## config.mk

```make
export PLATFORM = sky130hd
export DESIGN_NAME = microcode_sequencer
export DESIGN_NICKNAME = d
export VERILOG_FILES = /design/src/rtl/microcode_sequencer.sv
export SDC_FILE = /design/constraint.sdc
export NUM_CORES = 1
export LEC_CHECK = 0
export ABC_AREA = 1
export BUFFER_PORTS_ARGS = -buffer_cell sky130_fd_sc_hd__buf_2
export CORE_MARGIN = 2
export CORE_UTILIZATION = 50
export DETAILED_ROUTE_END_ITERATION = 10
export PLACE_DENSITY_LB_ADDON = 0.05
export SYNTH_ARGS = -nofsm -noshare
export SYNTH_HDL_FRONTEND = slang
export SYNTH_SLANG_ARGS = --single-unit
```

## constraint.sdc

```tcl
create_clock -name clk -period 3.65 [get_ports clk]
set_input_delay 0.73 -clock clk [delete_from_list [all_inputs] [get_ports clk]]
set_output_delay 0.73 -clock clk [all_outputs]
set_load 0.01 [all_outputs]
```

## src/rtl/microcode_sequencer.sv

```systemverilog
// Microcode sequencer: addresses the control ROM as {opcode, step} and issues one
// control word per two-cycle microstep, with jump substitution, early end and halt.
module microcode_sequencer #(
    parameter int unsigned MAX_STEPS = 8
) (
    input  logic        clk,
    input  logic        rst,
    input  logic        run,
    input  logic [3:0]  opcode,
    input  logic        flag_c,
    input  logic        flag_z,
    output logic [7:0]  rom_addr,
    input  logic [15:0] rom_data,
    output logic [15:0] ctrl,
    output logic        ctrl_en,
    output logic [3:0]  step,
    output logic        halted,
    output logic [15:0] instr_count
);

    typedef enum logic [1:0] {
        S_ADDR = 2'd0,
        S_EXEC = 2'd1,
        S_HALT = 2'd2
    } state_t;

    localparam logic [3:0]  LAST_STEP = 4'(MAX_STEPS - 1);
    localparam logic [15:0] JUMP_WORD = 16'h0802;
    localparam logic [3:0]  OP_JC     = 4'h7;
    localparam logic [3:0]  OP_JZ     = 4'h8;

    state_t      state_q, state_d;
    logic [3:0]  step_q, step_d;
    logic [15:0] count_q, count_d;
    logic        jump_taken;
    logic [15:0] word_w;

    // Flags matter only at step 2, where JC/JZ place their conditional word.
    always_comb begin
        jump_taken = (step_q == 4'd2) &&
                     (((opcode == OP_JC) && flag_c) || ((opcode == OP_JZ) && flag_z));
        word_w     = jump_taken ? JUMP_WORD : rom_data;
    end

    always_comb begin
        state_d = state_q;
        step_d  = step_q;
        count_d = count_q;
        unique case (state_q)
            S_ADDR: begin
                if (run) state_d = S_EXEC;
            end
            S_EXEC: begin
                if (word_w[15]) begin
                    state_d = S_HALT;
                    count_d = count_q + 16'd1;
                end else if ((step_q >= 4'd2) && (word_w == '0)) begin
                    state_d = S_ADDR;
                    step_d  = '0;
                    count_d = count_q + 16'd1;
                end else if (step_q == LAST_STEP) begin
                    state_d = S_ADDR;
                    step_d  = '0;
                    count_d = count_q + 16'd1;
                end else begin
                    state_d = S_ADDR;
                    step_d  = step_q + 4'd1;
                end
            end
            S_HALT: begin
                state_d = S_HALT;
            end
            default: begin
                state_d = S_ADDR;
                step_d  = '0;
            end
        endcase
    end

    always_ff @(posedge clk) begin
        if (rst) begin
            state_q <= S_ADDR;
            step_q  <= '0;
            count_q <= '0;
        end else begin
            state_q <= state_d;
            step_q  <= step_d;
            count_q <= count_d;
        end
    end

    // Outputs decode straight from state registers; ctrl must follow rom_data in EXEC.
    always_comb begin
        rom_addr    = {opcode, step_q};
        ctrl        = (state_q == S_EXEC) ? word_w : '0;
        ctrl_en     = (state_q == S_EXEC);
        halted      = (state_q == S_HALT);
        step        = step_q;
        instr_count = count_q;
    end

endmodule
```

Word level (Yosys, flattened, before mapping)
Index checks and enable logic that the tools add are counted.

Register bits after elaboration: 22. Latch bits: 0. Memory bits (writable): 0. ROM bits: 0. Output and inout port bits: 46. Memories kept: 0.

Add/sub/neg operators: 2. Multipliers: 0. Div/mod/pow operators: 0. Magnitude comparators: 1. Eq/ne operators: 8. Shift operators: 0. Multiplexer cells: 12. Bitwise gates (word level): 1. Reductions and logical operators: 11.

Operator list (number): $mux W16 (5); $add A16 B1 Y16 const B (1); $logic_not A16 Y1 (1); $mux W4 (3); $eq A4 B3 Y1 const B (2); $pmux W4 S2 (1); $pmux W2 S3 (1); $add A4 B1 Y4 const B (1); $eq A4 B2 Y1 const B (1); $eq A4 B4 Y1 const B (1); $ge A4 B2 Y1 const B (1); $logic_and A1 B1 Y1 (4); $mux W2 (2); $ne A2 B2 Y1 const B (2); $reduce_and A2 Y1 (2); $reduce_bool A3 Y1 (1); $eq A2 B1 Y1 const B (1); $eq A2 B2 Y1 const B (1); $logic_not A2 Y1 (1); $reduce_or A2 Y1 (1); $logic_or A1 B1 Y1 (1); $not A1 Y1 (1).

Depth between registers and ports, before layout
Gate-level depths: netlist (run 1).

Word-level depth: 10. Depth in mapped cells: 14.

Least setup slack after synthesis (run 1)
Ideal clock, no wire load.

Path kind: input to output. Start: input port flag_c. End: output port ctrl[7]. Arrival time: 1.559 ns. Required time: 2.920 ns. Slack: 1.361 ns. Stages: 8. Path buffers: 1. Path through: nand2_1 inv_1 nand2_1 nand2_1 nand2_4 clkbuf_1 nand2_1 nor2_1.

Longest elaborated chain between the ends: 5.

RTL lines: start: declaration (line 10) `input logic flag_c,`; $logic_and A1 B1 Y1 (line 41) `(((opcode == OP_JC) && flag_c) || ((opcode == OP_JZ) && flag_z));`; $logic_or A1 B1 Y1 (line 41); $logic_and A1 B1 Y1 (line 40) `jump_taken = (step_q == 4'd2) &&`; $mux W16 (line 42) `word_w = jump_taken ? JUMP_WORD : rom_data;`; $mux W16 (line 95) `ctrl = (state_q == S_EXEC) ? word_w : '0;`; end: declaration (line 14) `output logic [15:0] ctrl,`.

No other way between the ends.

Worst setup path in the final report (run 1)
Start: register state_q[1]. End: output port ctrl[15].

Longest elaborated chain between the ends: 2.

RTL lines: start: declaration (line 32) `state_t state_q, state_d;`; start signal: assignment (line 86) `state_q <= state_d;`; $eq A2 B1 Y1 (line 95); $mux W16 (line 95).

No other way between the ends.

==> results of run 1 <==
-- layer usage --
layer,up-vias,part of all wire
li1,893,-
met1,709,0.49
met2,46,0.46
met3,2,0.046
met4,0,0.0063
met5,-,0
-- through the flow --
step,worst slack [ns],std cells,util
after floorplan,1.36,246,-
after global placement,1.27,330,0.632
after detailed placement,1.22,330,0.632
after CTS,0.852,334,0.651
after global routing,0.573,334,0.651
final,0.870,334,0.651
-- synth_stat cells (all sizes together) --
master  instances
nand3b          1
clkbuf          5
nand3          30
nor3            9
o21a            1
nor3b           1
inv            33
ha              3
xnor2           1
nor2           47
buf            12
a21oi          23
o21bai          1
o21ai           2
dfxtp          22
o211ai          1
nand2          49
o41ai           1
nand4           3
xor2            1
-- sequential cells by signal, indices dropped and copies added (netlist names) --
name	count
step	4
state_q	2
instr_count	16
-- cell families after synthesis --
family / share of synthesized area
adder cells (fa/ha/maj): 0.0248
buffers and inverters: 0.159
XOR/XNOR: 0.0116
flip-flops: 0.291
AO/OA/AOI/OAI: 0.103
AND/OR/NAND/NOR: 0.411
-- power by group --
group / total (mW) / switching, mW / internal (mW)
clock network: 0.190 / 0.0787 / 0.111
registers: 0.251 / 0.00644 / 0.245
logic: 0.0972 / 0.0589 / 0.0383
total: 0.538 / 0.144 / 0.394
-- final timing paths --
| check | depth (start not counted) | slack (ns) | end |
|---|---|---|---|
| max | 6 | 0.87 | ctrl[15] |
| min | 1 | 0.43 | state_q[0] |
| max reg2reg | 8 | 1.49 | step[3] |
| min reg2reg | 1 | 0.43 | state_q[0] |
-- cell type report --
cell class                 instances  area, um^2
sequential                        22         440
clock buffer                       3        22.5
clock inverter                     1        30.0
timing repair buffer              70         350
tap                               31        38.8
fill                             277         988
inverter                          33         124
multi-input combinational        174         835
==> impl_metrics.csv, run 1 <==
group,metric,value,unit
final_layout,final_cell_mix,"70 x sky130_fd_sc_hd__buf_2, 47 x sky130_fd_sc_hd__nand2_1, 46 x sky130_fd_sc_hd__nor2_1, 33 x sky130_fd_sc_hd__inv_1, 29 x sky130_fd_sc_hd__nand3_1",
clock_tree,cts_root_buffer_type,"sky130_fd_sc_hd__clkbuf_4",
timing,final.hold.worst_slack,0.434,ns
global_route,first_pass_grt_wire_length,5460,um
synthesis,yosysWarnings,0,
drt,drt_iter0_markers,75,
pwr,power_leakage,1.00,nW
floorplanning,die-area,3490,um^2
synthesis,part_of_the_yosys_area_used_for_sequential_elements,0.291,
synthesis,synth_area_per_cell,6.16,um^2
clock_tree,cts_made_buffers,3,
floorplanning,start_util,0.536,
place,globalplace.congestion,0.807,
timing,worst_slew_margin_rel,0.553,
global_route,antenna_found_initial,0,
synthesis,postSynthRegisterBits,22,
drt,drt_drc_violations_left,0,
timing,layout_worst_path_cycle_share,0.762,
synthesis,synth_area_leaders,"sky130_fd_sc_hd__dfxtp_1 29%, sky130_fd_sc_hd__nand2_1 12%, sky130_fd_sc_hd__nor2_1 11%, sky130_fd_sc_hd__nand3_1 9.6%, sky130_fd_sc_hd__inv_1 8.2%",
clock_tree,cts_hold_buffers,0,
clock_tree,cts_setup_buffers,0,
timing,fmax,360,MHz
global_route,grt.met3_usage,0.0393,
clock_tree,clock_tree_from_tritoncts,"done",
drt,wl,3330,um
critical_path,cp_top_family,"simple AND/OR/NAND/NOR gates",
global_route,gr-usage-all-layers,0.198,
global_route,busiest_layer,"met2",
run,cap_violations,0,
synthesis,netlist_area,1520,um^2
final_layout,finish.net_count,332,
synthesis,synthCells,246,
global_route,grt-ovfl-total,0,
drt,drt_first_pass_iters,4,
final_layout,syn_to_layout_area_delta,21.5,%
critical_path,criticalPathCategory,"register to output pin",
global_route,globalRouteMet1Util,0.277,
timing,final.setup_skew,0.00275,ns
floorplanning,design.portCount,71,
global_route,global_route.usage.met2,0.317,
timing,finalSetupTns,0,ns
timing,report.final.hold_viol_count,0,
critical_path,crit-reg2reg-launch,"state_q[1]",
synthesis,post-synth-top-area-fraction,0.291,
critical_path,cp-start-kind,"register",
place,io_buffer_count,70,
critical_path,crit_chain,"inv_1, nand2_1, inv_1, nand3_1, inv_1, buf_2",
clock_tree,cts-htree-levels,1,
final_layout,antenna_cells_inserted,0,
critical_path,critPathMostFrequentCell,"sky130_fd_sc_hd__inv_1",
timing,finish_stage_setup_viols,0,
global_route,via_count_of_the_first_global_routing_pass,1273,
drt,drt.antenna.violating_nets,0,
timing,final_period_minus_worst_setup_slack,2.78,ns
final_layout,stdcell_area,1840,um^2
critical_path,timing.critical_path.required,2.92,ns
clock_tree,clk_pin_slew,0.13,ns
pwr,vdd.ir_drop.worst,0.246,mV
worst_hold_path,worstHoldPathType,"register to register",
clock_tree,clk_latency_worst_skew_pair,0.31,ns
critical_path,cp_slowest_stage_delay,0.49,ns
timing,rsz0062_at_grt,"false",
drt,detailroute.via_count,1650,
critical_path,crit_path_max_fanout,22,
drt,vias_per_cell,4.94,
timing,max_slew.worst_pin.slew,0.669,ns
critical_path,critPathLaunch,"state_q[1]",
pwr,powerDensity,293,nW/um^2
pwr,power,0.538,mW
floorplanning,die_width,59.1,um
clock_tree,clock-sinks,22,
global_route,grt_max_degree,33,
synthesis,number_of_distinct_library_cells_after_synthesis,26,
place,detailed_place.area,1790,um^2
critical_path,critical_path.slowest_cell,"sky130_fd_sc_hd__nand2_1",
final_layout,layout-drive-gt1-share,0.261,
synthesis,synthDominantAreaCellType,"sky130_fd_sc_hd__dfxtp_1",
floorplanning,vertical_die_dimension,59.1,um
clock_tree,post_cts_resized,0,
synthesis,postSynthNetCount,274,
critical_path,timing.critical_path.buf_inv,4,
floorplanning,floorplan.rows,19,
place,place_hpwl,2540,um
critical_path,worst-endpoint-arrival,2.05,ns
run_status,outcome,"finished, final reports clean",
critical_path,setup.worst_path.end_class,"output pin",
timing,number_of_max_slew_violations_in_the_final_report,0,
worst_hold_path,hold_path_startpoint,"state_q[1]",
final_layout,layout_commonest_cell,"sky130_fd_sc_hd__buf_2",
clock_tree,max-clock-path-buffers,2,
drt,wl_per_cell,9.98,um
floorplanning,design.core.area,2830,um^2
No activity file was read; power rests on OpenSTA's default activity.
==> run 2, diff against run 1 <==
Settings changed: CORE_UTILIZATION 50 to 42.
Clock period 3.65 ns to 2.4 ns, I/O delays scaled along.
==> impl_metrics.csv, run 2 (synthesis results as in run 1) <==
group,metric,value,unit
critical_path,worstReg2RegEnd,"instr_count[13]",
place,io_buffer_count,70,
drt,wl_per_cell,10.1,um
global_route,gr-usage-all-layers,0.174,
floorplanning,design.core.area,3390,um^2
worst_hold_path,worstHoldPathType,"input pin to register",
timing,finish_stage_setup_viols,0,
critical_path,crit-reg2reg-launch,"step[0]",
timing,fin_ws,0.216,ns
floorplanning,design.portCount,71,
global_route,grt_max_degree,33,
critical_path,critical_path.slowest_cell,"sky130_fd_sc_hd__dfxtp_1",
clock_tree,clock-sinks,22,
final_layout,multi_input_area,835,um^2
pwr,vdd.ir_drop.worst,0.292,mV
clock_tree,cts-htree-levels,1,
final_layout,layout_commonest_cell,"sky130_fd_sc_hd__buf_2",
clock_tree,cts_setup_buffers,0,
clock_tree,max-clock-path-buffers,2,
timing,number_of_max_slew_violations_in_the_final_report,0,
drt,drt.antenna.violating_nets,0,
drt,detailroute.via_count,1656,
critical_path,timing.critical_path.buf_inv,4,
worst_hold_path,hold_path_startpoint,"run",
critical_path,cp-start-kind,"register",
final_layout,register_area,440,um^2
timing,rsz0062_at_grt,"false",
clock_tree,post_cts_resized,0,
critical_path,critPathLaunch,"step[0]",
final_layout,finish.net_count,334,
final_layout,layout.core_utilization,0.548,
timing,finalSetupTns,0,ns
floorplanning,floorplan.rows,21,
final_layout,final_cell_mix,"70 x sky130_fd_sc_hd__buf_2, 47 x sky130_fd_sc_hd__nand2_1, 46 x sky130_fd_sc_hd__nor2_1, 33 x sky130_fd_sc_hd__inv_1, 29 x sky130_fd_sc_hd__nand3_1",
place,globalplace.congestion,0.793,
clock_tree,clk_pin_slew,0.12,ns
place,place_hpwl,2700,um
pwr,switching_power_total,0.218,mW
pwr,power.share.sequential,0.513,
global_route,grt-ovfl-total,0,
timing,report.final.hold_viol_count,0,
place,place_worst_setup_slack,0.300,ns
critical_path,cp_top_family,"buffers and inverters",
global_route,via_count_of_the_first_global_routing_pass,1335,
floorplanning,vertical_die_dimension,64.1,um
floorplanning,die-area,4100,um^2
drt,vias_per_cell,4.72,
global_route,antenna_found_initial,0,
pwr,powerDensity,401,nW/um^2
final_layout,final_cell_count_no_fill,351,
critical_path,criticalPathCategory,"register to output pin",
critical_path,setup.worst_path.end_class,"output pin",
clock_tree,cts_hold_buffers,0,
clock_tree,clock_tree_from_tritoncts,"done",
pwr,clockPowerShare,0.282,
critical_path,worst-endpoint-arrival,1.70,ns
run_status,outcome,"finished, final reports clean",
critical_path,crit_end,"ctrl[15]",
final_layout,largest_register_ffs,16,
clock_tree,cts_made_buffers,3,
run,cap_violations,0,
clock_tree,cts_root_buffer_type,"sky130_fd_sc_hd__clkbuf_4",
critical_path,worst_r2r_path_depth,13,
critical_path,setup_slack_of_the_most_critical_reg_to_reg_path,0.35,ns
global_route,first_pass_grt_wire_length,5770,um
drt,drt_drc_violations_left,0,
pwr,cellInternalPower,0.526,mW
timing,max_slew.worst_pin.slew,0.631,ns
critical_path,critPathMostFrequentCell,"sky130_fd_sc_hd__inv_1",
final_layout,layout-drive-gt1-share,0.266,
floorplanning,start_util,0.447,
timing,layout_worst_path_cycle_share,0.910,
timing,final.setup_skew,0.0102,ns
pwr,power_leakage,1.01,nW
critical_path,timing.critical_path.required,1.92,ns
final_layout,fillers,377,
critical_path,crit_chain,"inv_1, ha_1, inv_1, nor3_4, nand2_4, nand3_1, inv_1, buf_2",
timing,worst_slew_margin_rel,0.579,
final_layout,syn_to_layout_area_delta,22.6,%
drt,drt_iter0_markers,64,
critical_path,cp.depth,8,
critical_path,cp_slowest_stage_delay,0.40,ns
clock_tree,clk_latency_worst_skew_pair,0.31,ns
drt,drt_first_pass_iters,4,
pwr,pwr-share-comb,0.205,
place,placed_cells_incl_taps,347,
pwr,switching_share,0.293,
critical_path,crit_path_max_fanout,19,
floorplanning,die_width,64.1,um
timing,fmax,458,MHz
drt,wl,3540,um
timing,final_period_minus_worst_setup_slack,2.18,ns
final_layout,antenna_cells_inserted,0,
## run 2: cell types whose count changed in the layout (fill, tap and decap cells not counted), sizes merged
cell,change
buf,+2
clkbuf,+1
bufinv,-1
## run 2: through the flow
stage               area (um^2)  hold slack, ns  total power, mW
finish                     1860           0.385            0.745
floorplan                  1520           0.398            0.494
detailed placement         1820           0.407            0.544
global route               1860           0.400            0.788
global placement           1820           0.407            0.543
CTS                        1860           0.381            0.749
## run 2: cell type report
| type | count | area share |
|---|---|---|
| flip-flops and latches | 22 | 0.237 |
| inverters | 33 | 0.0667 |
| multi-input cells | 174 | 0.449 |
| clock buffers | 4 | 0.0195 |
| repair buffers | 72 | 0.197 |
| well taps | 46 | 0.0310 |
## run 2: worst register-to-register path, stage by stage, from the launching register on
cell,delay [ns]
sky130_fd_sc_hd__dfxtp_1,0.36
sky130_fd_sc_hd__inv_1,0.09
sky130_fd_sc_hd__ha_1,0.14
sky130_fd_sc_hd__inv_1,0.06
sky130_fd_sc_hd__nor3_4,0.20
sky130_fd_sc_hd__nand2_4,0.18
sky130_fd_sc_hd__nand2_1,0.12
sky130_fd_sc_hd__nand2_1,0.06
sky130_fd_sc_hd__nor2_2,0.08
sky130_fd_sc_hd__nand3_2,0.12
sky130_fd_sc_hd__nand2_4,0.30
sky130_fd_sc_hd__nand3_1,0.13
sky130_fd_sc_hd__nand2_1,0.08
sky130_fd_sc_hd__nor2_1,0.04
## run 2: layer usage
metal,up-vias,wire length [um],global-route usage
met3,4,149,0.0264
met2,33,1670,0.292
met1,726,1680,0.229
met4,0,33,0.0516
met5,-,0,0
li1,893,-,-
## run 2: power by group through the flow
stage          clock [mW]  combinational, mW  sequential [mW]
5_1_grt             0.233              0.171            0.384
2_1_floorplan           0              0.102            0.392
6_report            0.210              0.152            0.382
4_1_cts             0.213              0.154            0.382
3_5_place_dp            0              0.153            0.391
3_3_place_gp            0              0.152            0.391
## run 2: worst min path at each step
| stage | endpoint | slack, ns | depth (start not counted) |
|---|---|---|---|
| 3_3_place_gp | state_q[0] | 0.41 | 1 |
| 2_1_floorplan | state_q[0] | 0.40 | 1 |
| 5_1_grt | state_q[0] | 0.40 | 3 |
| 4_1_cts | state_q[0] | 0.38 | 3 |
| 3_5_place_dp | state_q[0] | 0.41 | 1 |
| 6_report | state_q[0] | 0.39 | 3 |
==> run 3, diff against run 2 <==
Settings changed: CORE_ASPECT_RATIO set to 1.4.
==> impl_metrics.csv, run 3 (synthesis results as in run 1) <==
group,metric,value,unit
run_status,outcome,"finished, final reports clean",
global_route,gr-usage-all-layers,0.175,
critical_path,setup.worst_path.end_class,"output pin",
run,cap_violations,0,
floorplanning,vertical_die_dimension,75.1,um
critical_path,crit-reg2reg-launch,"step[1]",
final_layout,syn_to_layout_area_delta,22.5,%
critical_path,criticalPathCategory,"register to output pin",
clock_tree,cts_made_buffers,3,
timing,number_of_max_slew_violations_in_the_final_report,0,
floorplanning,die_width,54.8,um
drt,wl,3610,um
timing,layout_worst_path_cycle_share,0.883,
final_layout,layout-drive-gt1-share,0.263,
pwr,vdd.ir_drop.worst,0.404,mV
timing,worst_slew_margin_rel,0.586,
clock_tree,clk_latency_worst_skew_pair,0.26,ns
timing,final_period_minus_worst_setup_slack,2.12,ns
worst_hold_path,hold_path_startpoint,"state_q[1]",
timing,max_slew.worst_pin.slew,0.621,ns
critical_path,worstReg2RegEnd,"instr_count[11]",
global_route,via_count_of_the_first_global_routing_pass,1378,
final_layout,final_cell_mix,"70 x sky130_fd_sc_hd__buf_2, 47 x sky130_fd_sc_hd__nand2_1, 46 x sky130_fd_sc_hd__nor2_1, 33 x sky130_fd_sc_hd__inv_1, 29 x sky130_fd_sc_hd__nand3_1",
timing,fmax,472,MHz
floorplanning,floorplan.rows,25,
global_route,antenna_found_initial,0,
drt,vias_per_cell,4.84,
final_layout,finish.net_count,334,
critical_path,cp_slowest_stage_delay,0.39,ns
timing,rsz0062_at_grt,"false",
critical_path,cp-start-kind,"register",
critical_path,timing.critical_path.required,1.92,ns
floorplanning,start_util,0.444,
pwr,cellInternalPower,0.546,mW
critical_path,crit_chain,"inv_1, ha_1, inv_1, nor3_4, nand2_4, nand3_1, inv_1, buf_2",
place,place_hpwl,2770,um
global_route,grt_max_degree,33,
drt,detailroute.via_count,1665,
worst_hold_path,worstHoldPathType,"register to register",
critical_path,cp_top_family,"buffers and inverters",
critical_path,setup_slack_of_the_most_critical_reg_to_reg_path,0.37,ns
place,detailed_place.area,1810,um^2
drt,drt.antenna.violating_nets,0,
worst_hold_path,worst_hold_path.endpoint,"state_q[0]",
pwr,pwr-share-comb,0.198,
place,globalplace.congestion,0.831,
final_layout,fillers,378,
clock_tree,cts_hold_buffers,0,
drt,drt_first_pass_iters,4,
worst_hold_path,timing.hold.worst_path_depth,1,
clock_tree,clk_pin_slew,0.07,ns
final_layout,stdcell_area,1860,um^2
final_layout,largest_register_ffs,16,
pwr,clockPowerShare,0.302,
timing,report.final.hold_viol_count,0,
pwr,switching_share,0.287,
clock_tree,cts-htree-levels,1,
floorplanning,die-area,4110,um^2
global_route,grt-ovfl-total,0,
floorplanning,design.portCount,71,
final_layout,multi_input_area,835,um^2
place,io_buffer_count,70,
floorplanning,design.core.area,3410,um^2
final_layout,register_area,440,um^2
timing,final.setup_skew,0.00437,ns
pwr,power_leakage,1.01,nW
clock_tree,post_cts_resized,0,
clock_tree,cts_setup_buffers,0,
timing,finalSetupTns,0,ns
final_layout,layout_commonest_cell,"sky130_fd_sc_hd__buf_2",
drt,drt_iter0_markers,38,
clock_tree,clock_tree_from_tritoncts,"done",
timing,finish_stage_setup_viols,0,
critical_path,worst_r2r_path_depth,12,
final_layout,antenna_cells_inserted,0,
drt,drt_drc_violations_left,0,
critical_path,timing.critical_path.buf_inv,4,
critical_path,critical_path.slowest_cell,"sky130_fd_sc_hd__dfxtp_1",
clock_tree,max-clock-path-buffers,2,
pwr,power.share.sequential,0.500,
critical_path,critPathMostFrequentCell,"sky130_fd_sc_hd__inv_1",
drt,wl_per_cell,10.5,um
critical_path,worst-endpoint-arrival,1.64,ns
pwr,switching_power_total,0.219,mW
clock_tree,cts_root_buffer_type,"sky130_fd_sc_hd__clkbuf_8",
global_route,first_pass_grt_wire_length,5400,um
clock_tree,clock-sinks,22,
critical_path,crit_path_max_fanout,19,
pwr,powerDensity,412,nW/um^2
-- run 3: cell count changes in the layout (fill, tap and decap cells not counted), sizes merged --
cell | before | now
clkbuf | 4 | 3
-- run 3: power groups by stage --
stage               logic (mW)  clock network (mW)  registers, mW
detailed placement       0.155                   0          0.391
floorplan                0.102                   0          0.392
finish                   0.152               0.231          0.382
CTS                      0.155               0.243          0.382
global placement         0.154                   0          0.391
global route             0.173               0.251          0.384
-- run 3: stage by stage --
| step | hold slack (ns) | utilization | std cells | setup WS (ns) | power [mW] |
|---|---|---|---|---|---|
| floorplan | 0.398 | - | 246 | 0.459 | 0.494 |
| global placement | 0.408 | 0.532 | 341 | 0.328 | 0.544 |
| detailed placement | 0.410 | 0.532 | 341 | 0.298 | 0.546 |
| CTS | 0.422 | 0.544 | 344 | 0.259 | 0.780 |
| finish | 0.417 | 0.544 | 344 | 0.281 | 0.765 |
| global route | 0.427 | 0.544 | 344 | 0.113 | 0.807 |
-- run 3: per-layer routing --
| metal | global-route usage | wire length (um) | vias to the layer above |
|---|---|---|---|
| met3 | 0.0218 | 216 | 4 |
| met4 | 0.0806 | 53 | 0 |
| met2 | 0.328 | 1840 | 49 |
| li1 | - | - | 889 |
| met1 | 0.184 | 1500 | 723 |
| met5 | 0 | 0 | - |
-- run 3: worst max-delay path by stage --
stage               from               to  slack [ns]  cells past startpoint
6_report         step[0]         ctrl[15]        0.28                      8
4_1_cts          step[0]         ctrl[15]        0.26                      8
2_1_floorplan    step[0]          ctrl[7]        0.46                      8
3_3_place_gp   opcode[1]  instr_count[15]        0.33                     13
3_5_place_dp   opcode[1]   instr_count[6]        0.30                     13
5_1_grt          step[1]   instr_count[6]        0.11                     12
-- run 3: cell type report --
class / instances / area share
Timing Repair Buffer: 72 / 0.197
Inverter: 33 / 0.0668
Tap cell: 40 / 0.0270
Clock buffer: 3 / 0.0223
Multi-Input combinational cell: 174 / 0.450
Sequential cell: 22 / 0.237
-- run 3: worst register-to-register path: cells and delay by family (launching register included) --
family,cells,cell delay (ns)
fa+ha+maj,1,0.18
buf+inv,1,0.07
flops,1,0.42
simple gates,10,1.25
